`src/rtl/mtsp_launch_pkg.sv`:
```
// Shared types for the MTSP launch controller.
package mtsp_launch_pkg;

  typedef enum logic [1:0] {
    IDLE     = 2'd0,
    LAUNCH   = 2'd1,
    WAIT_ACK = 2'd2,
    RUN      = 2'd3
  } state_t;

  // Width of the acknowledge-timeout counter for a given limit.
  function automatic int ack_cnt_width(input int limit);
    return $clog2(limit + 1);
  endfunction

endpackage

```
`src/rtl/mtsp_launch_ack.sv`:
```
// Acknowledge tracker: sticky per-core ack record plus the WAIT_ACK timeout counter.
module mtsp_launch_ack
  import mtsp_launch_pkg::*;
#(
  parameter int CORE_SIZE = 4,
  parameter int ACK_LIMIT = 16
) (
  input  logic                 clk,
  input  logic                 rst,
  input  logic                 clear,
  input  logic                 enable,
  input  logic [CORE_SIZE-1:0] mask,
  input  logic [CORE_SIZE-1:0] busy,
  output logic                 all_acked,
  output logic                 timeout
);

  localparam int CW = ack_cnt_width(ACK_LIMIT);
  localparam logic [CW-1:0] LIMIT = CW'(ACK_LIMIT);

  logic [CORE_SIZE-1:0] ack_seen;
  logic [CORE_SIZE-1:0] ack_next;
  logic [CW-1:0]        cnt;
  logic [CW-1:0]        cnt_inc;

  // Updated ack record includes this cycle's busy so a one-cycle pulse counts immediately.
  always_comb begin
    ack_next  = ack_seen | (busy & mask);
    all_acked = (ack_next == mask);
    cnt_inc   = cnt + 1'b1;
    timeout   = enable && !all_acked && (cnt_inc == LIMIT);
  end

  // Ack record and timeout counter; cleared on reset or when a new launch is accepted.
  always_ff @(posedge clk) begin
    if (rst || clear) begin
      ack_seen <= '0;
      cnt      <= '0;
    end else if (enable) begin
      ack_seen <= ack_next;
      if (!all_acked) begin
        cnt <= cnt_inc;
      end
    end
  end

endmodule

```
`src/rtl/mtsp_launch.sv`:
```
// Launch controller: fans a host START out as per-core start pulses, waits for every
// selected core to acknowledge via busy, then reports DONE (or ERROR on ack timeout).
module mtsp_launch
  import mtsp_launch_pkg::*;
#(
  parameter int CORE_SIZE = 4,
  parameter int ACK_LIMIT = 16
) (
  input  logic                 CLK,
  input  logic                 RST,
  input  logic                 START,
  input  logic [CORE_SIZE-1:0] CORE_MASK,
  output logic                 READY,
  output logic                 BUSY,
  output logic [CORE_SIZE-1:0] ACTIVE_MASK,
  output logic [CORE_SIZE-1:0] CORE_START,
  input  logic [CORE_SIZE-1:0] CORE_BUSY,
  output logic                 DONE,
  output logic                 ERROR
);

  state_t               state;
  state_t               state_next;
  logic [CORE_SIZE-1:0] mask_next;
  logic [CORE_SIZE-1:0] cstart_next;
  logic                 done_next;
  logic                 error_next;
  logic                 ack_clear;
  logic                 ack_enable;
  logic                 all_acked;
  logic                 timeout;

  mtsp_launch_ack #(
    .CORE_SIZE (CORE_SIZE),
    .ACK_LIMIT (ACK_LIMIT)
  ) u_ack (
    .clk       (CLK),
    .rst       (RST),
    .clear     (ack_clear),
    .enable    (ack_enable),
    .mask      (ACTIVE_MASK),
    .busy      (CORE_BUSY),
    .all_acked (all_acked),
    .timeout   (timeout)
  );

  // Next-state and next-output decode.
  always_comb begin
    state_next  = state;
    mask_next   = ACTIVE_MASK;
    cstart_next = '0;
    done_next   = 1'b0;
    error_next  = 1'b0;
    ack_clear   = 1'b0;
    ack_enable  = 1'b0;
    unique case (state)
      IDLE: begin
        if (START && (CORE_MASK != '0)) begin
          state_next  = LAUNCH;
          mask_next   = CORE_MASK;
          cstart_next = CORE_MASK;
          ack_clear   = 1'b1;
        end
      end
      LAUNCH: begin
        state_next = WAIT_ACK;
      end
      WAIT_ACK: begin
        ack_enable = 1'b1;
        if (all_acked) begin
          state_next = RUN;
        end else if (timeout) begin
          state_next = IDLE;
          mask_next  = '0;
          error_next = 1'b1;
        end
      end
      RUN: begin
        if ((CORE_BUSY & ACTIVE_MASK) == '0) begin
          state_next = IDLE;
          mask_next  = '0;
          done_next  = 1'b1;
        end
      end
      default: state_next = IDLE;
    endcase
  end

  // State and registered outputs; READY/BUSY are registered from the next state.
  always_ff @(posedge CLK) begin
    if (RST) begin
      state       <= IDLE;
      ACTIVE_MASK <= '0;
      CORE_START  <= '0;
      DONE        <= 1'b0;
      ERROR       <= 1'b0;
      READY       <= 1'b1;
      BUSY        <= 1'b0;
    end else begin
      state       <= state_next;
      ACTIVE_MASK <= mask_next;
      CORE_START  <= cstart_next;
      DONE        <= done_next;
      ERROR       <= error_next;
      READY       <= (state_next == IDLE);
      BUSY        <= (state_next != IDLE);
    end
  end

endmodule

```
`config.mk`:
```
export PLATFORM = sky130hd
export DESIGN_NAME = mtsp_launch
export DESIGN_NICKNAME = d
export VERILOG_FILES = /design/src/rtl/mtsp_launch_pkg.sv /design/src/rtl/mtsp_launch_ack.sv /design/src/rtl/mtsp_launch.sv
export SDC_FILE = /design/constraint.sdc
export NUM_CORES = 1
export LEC_CHECK = 0
export ABC_AREA = 1
export CORE_MARGIN = 1.5
export CORE_UTILIZATION = 40
export DETAILED_ROUTE_END_ITERATION = 6
export PLACE_DENSITY = 0.71
export REMOVE_ABC_BUFFERS = 1
export SYNTH_ARGS = -nofsm -noshare
export SYNTH_HDL_FRONTEND = slang
export SYNTH_SLANG_ARGS = --single-unit
export TNS_END_PERCENT = 20
```
`constraint.sdc`:
```
create_clock -name CLK -period 2.7 [get_ports CLK]
set_input_delay 0.54 -clock CLK [delete_from_list [all_inputs] [get_ports CLK]]
set_output_delay 0.54 -clock CLK [all_outputs]
set_load 0.02 [all_outputs]
```
==> run metrics <==
outcome finished, final reports clean; clock root cell clkbuf_4; nature of the critical path endpoint output port; CTS Buf Count 3; Avg Vias per Cell 4.71; Slew Limit Fails 0; post-CTS setup repair buffer count 0; Reg2Reg Setup Slack 1040 ps; critical path buffer and inverter count 1; Final nets 182; FF-to-FF End ACTIVE_MASK[3]$_SDFFE_PP0P_; Relative slew margins 0.781; final setup fails 0; Clk network pwr share 0.200; Syn Std Cell Area 1050 um^2; CP Launch Type register; maximum vdd drop 0.000350 V; Pleak 0.579 nW; switching part of the total 0.329; Largest delay share family, worst path buffers and inverters; CTS tree done; Final GP Congestion 0.783; Stages on worst setup path 1; Final min period 1910 ps; Die Span X 54.3 um; area grow syn2layout 27.0%; sequential area share after synthesis 0.438; Clk pin slew, worst setup/hold paths 120 ps; clk buf depth 2; Crit. Startpoint ACTIVE_MASK[0]$_SDFFE_PP0P_; final worst-path cycle share 0.707; post-synthesis adder-cell area fraction 0.0238; Synth Warn # 0; highest fanout seen on the critical path 6; Worst Skew 6.76 ps; # diodes 0; CP max stage cell clkdlybuf4s50_1; starting density of the core 0.424; Worst EP required 2160 ps; FMAX 524 MHz; fraction of layout cells with a size suffix above 1 0.0893; Final ANT Viol Nets 0; Post-synth EDFFs 0; drt first pass iters 4; 1st-iter DRT viols 11; core area 2480 um^2; Clock Latency Late Sink 300 ps; number of cell rows 18; worst r2r src u_ack.cnt[0]$_SDFFE_PP0P_; Reg power frac 0.510; vias in the first global route 809; Synth Area in XOR/XNOR 0.00833; sw power 256 uW; H-tree depth 1; Die ar. 2940 um^2; Cell variety after synth 26; Residual DRC 0; Compound-Gate Fraction of Synth Area 0.107; HPWL Detailed 1520 um; Comb power frac 0.289; hold crit path type register to register; Power Total 777 uW; Setup TNS Final 0 ps; first-pass GRT wire length 3250 um; Critical Path, Cell by Cell clkdlybuf4s50_1; hold slack final 499 ps; drt total wl 1950 um; Hold Violations, Final 0; CP peak stage delay 630 ps; post-synthesis cell count 142; CTS Sinks 23; Synth Area per Inst 7.40 um^2; P_int 521 uW; Post-CTS Resized 0; die height 54.3 um; fin area 1340 um^2; Main synth FF type dfxtp_1; Ports 23; Post-CTS Hold Fix Bufs 0; Synth Area in Simple Gates 0.356; asr flop ratio synth 0; initial antenna violation count 0; RSZ-0062 raised after global routing no; Power Dens Cells 582 nW/um^2; routed vias 932; worst setup path class register to output port; Crit path arrival time 1370 ps; Yosys reg bits 23; largest net degree at the start of global routing 13; Routed WL per cell 9.83 um; R2R cell count 9; Max Cap Viol 0; mux contribution to synthesized area 0; global route overflow 0; Least-Margin Pin Slew 328 ps; Total Routing Usage GR 0.153; dpl cell area 1310 um^2; crit path capture ACTIVE_MASK[0]; # port buffers 22; main combinational cell family by area after synthesis simple AND/OR/NAND/NOR gates
-- cell type report --
type	instances	area (um^2)
fillers	245	1140
multi-input cells	101	520
flip-flops and latches	23	460
repair buffers	22	220
inverters	18	70.1
well taps	30	37.5
clock buffers	4	26.3
-- power by group through the flow --
stage	Combinational [mW]	Sequential (mW)	Clock (mW)
2_1_floorplan	0.120	0.426	0
3_3_place_gp	0.224	0.404	0
3_5_place_dp	0.225	0.405	0
4_1_cts	0.227	0.396	0.164
5_1_grt	0.252	0.402	0.171
6_report	0.225	0.396	0.155
-- per-layer routing --
| layer | vias to the layer above | routed length, um | track usage |
|---|---|---|---|
| li1 | 505 | - | - |
| met5 | - | 0 | 0 |
| met4 | 0 | 13 | 0.0625 |
| met1 | 414 | 923 | 0.186 |
| met2 | 11 | 935 | 0.263 |
| met3 | 2 | 73 | 0.0273 |
-- per-stage QoR --
stage | std cells | worst slack (ps) | utilization
finish | 198 | 791 | 0.539
global route | 198 | 736 | 0.539
detailed placement | 194 | 654 | 0.528
CTS | 198 | 791 | 0.539
floorplan | 142 | 1280 | -
global placement | 194 | 679 | 0.528
-- placed cells by master (no fill, tap or decap), drive strengths merged --
cell type	count
nand2	34
xnor2	1
clkbuf	4
clkdlybuf4s50	22
clkinv	1
o21ai	5
nor2	33
or2	2
a21oi	2
a211oi	2
nand3	7
nand4	5
o21bai	3
a31oi	4
inv	17
dfxtp	23
nor3	1
ha	2
-- Yosys cell counts, types with 2 or more instances --
library cell,n,area [um^2]
nor2_1,30,113
nor2_4,2,22.5
nand3_1,6,30.0
inv_2,2,7.51
ha_1,2,25.0
dfxtp_1,23,460
nand4_1,5,31.3
o21ai_0,4,20.0
a31oi_1,4,25.0
nand2_1,33,124
inv_1,14,52.6
o21bai_2,2,22.5
a211oi_1,2,15.0
-- cells by family after synthesis --
| logic type | Yosys count |
|---|---|
| compound gates | 16 |
| xor+xnor | 1 |
| fa+ha+maj | 2 |
| buf+inv | 18 |
| flops | 23 |
| simple gates | 82 |
-- how the worst min path moves through the flow --
| stage | from | end | cells past startpoint | slack [ps] |
|---|---|---|---|---|
| 5_1_grt | u_ack.cnt[4]$_SDFFE_PP0P_ | u_ack.cnt[4]$_SDFFE_PP0P_ | 2 | 550 |
| 3_5_place_dp | u_ack.cnt[4]$_SDFFE_PP0P_ | u_ack.cnt[4]$_SDFFE_PP0P_ | 2 | 480 |
| 2_1_floorplan | u_ack.cnt[4]$_SDFFE_PP0P_ | u_ack.cnt[4]$_SDFFE_PP0P_ | 2 | 450 |
| 6_report | u_ack.cnt[4]$_SDFFE_PP0P_ | u_ack.cnt[4]$_SDFFE_PP0P_ | 2 | 500 |
| 4_1_cts | u_ack.cnt[4]$_SDFFE_PP0P_ | u_ack.cnt[4]$_SDFFE_PP0P_ | 2 | 500 |
| 3_3_place_gp | u_ack.cnt[4]$_SDFFE_PP0P_ | u_ack.cnt[4]$_SDFFE_PP0P_ | 2 | 470 |
-- flip-flops by register name, indices dropped and copies added, names as in the netlist --
name and count:
u_ack.cnt 5, ACTIVE_MASK 4, CORE_START 4, u_ack.ack_seen 4, state 2, BUSY 1, DONE 1, ERROR 1
READY 1
(Power assumes the default switching activity.)
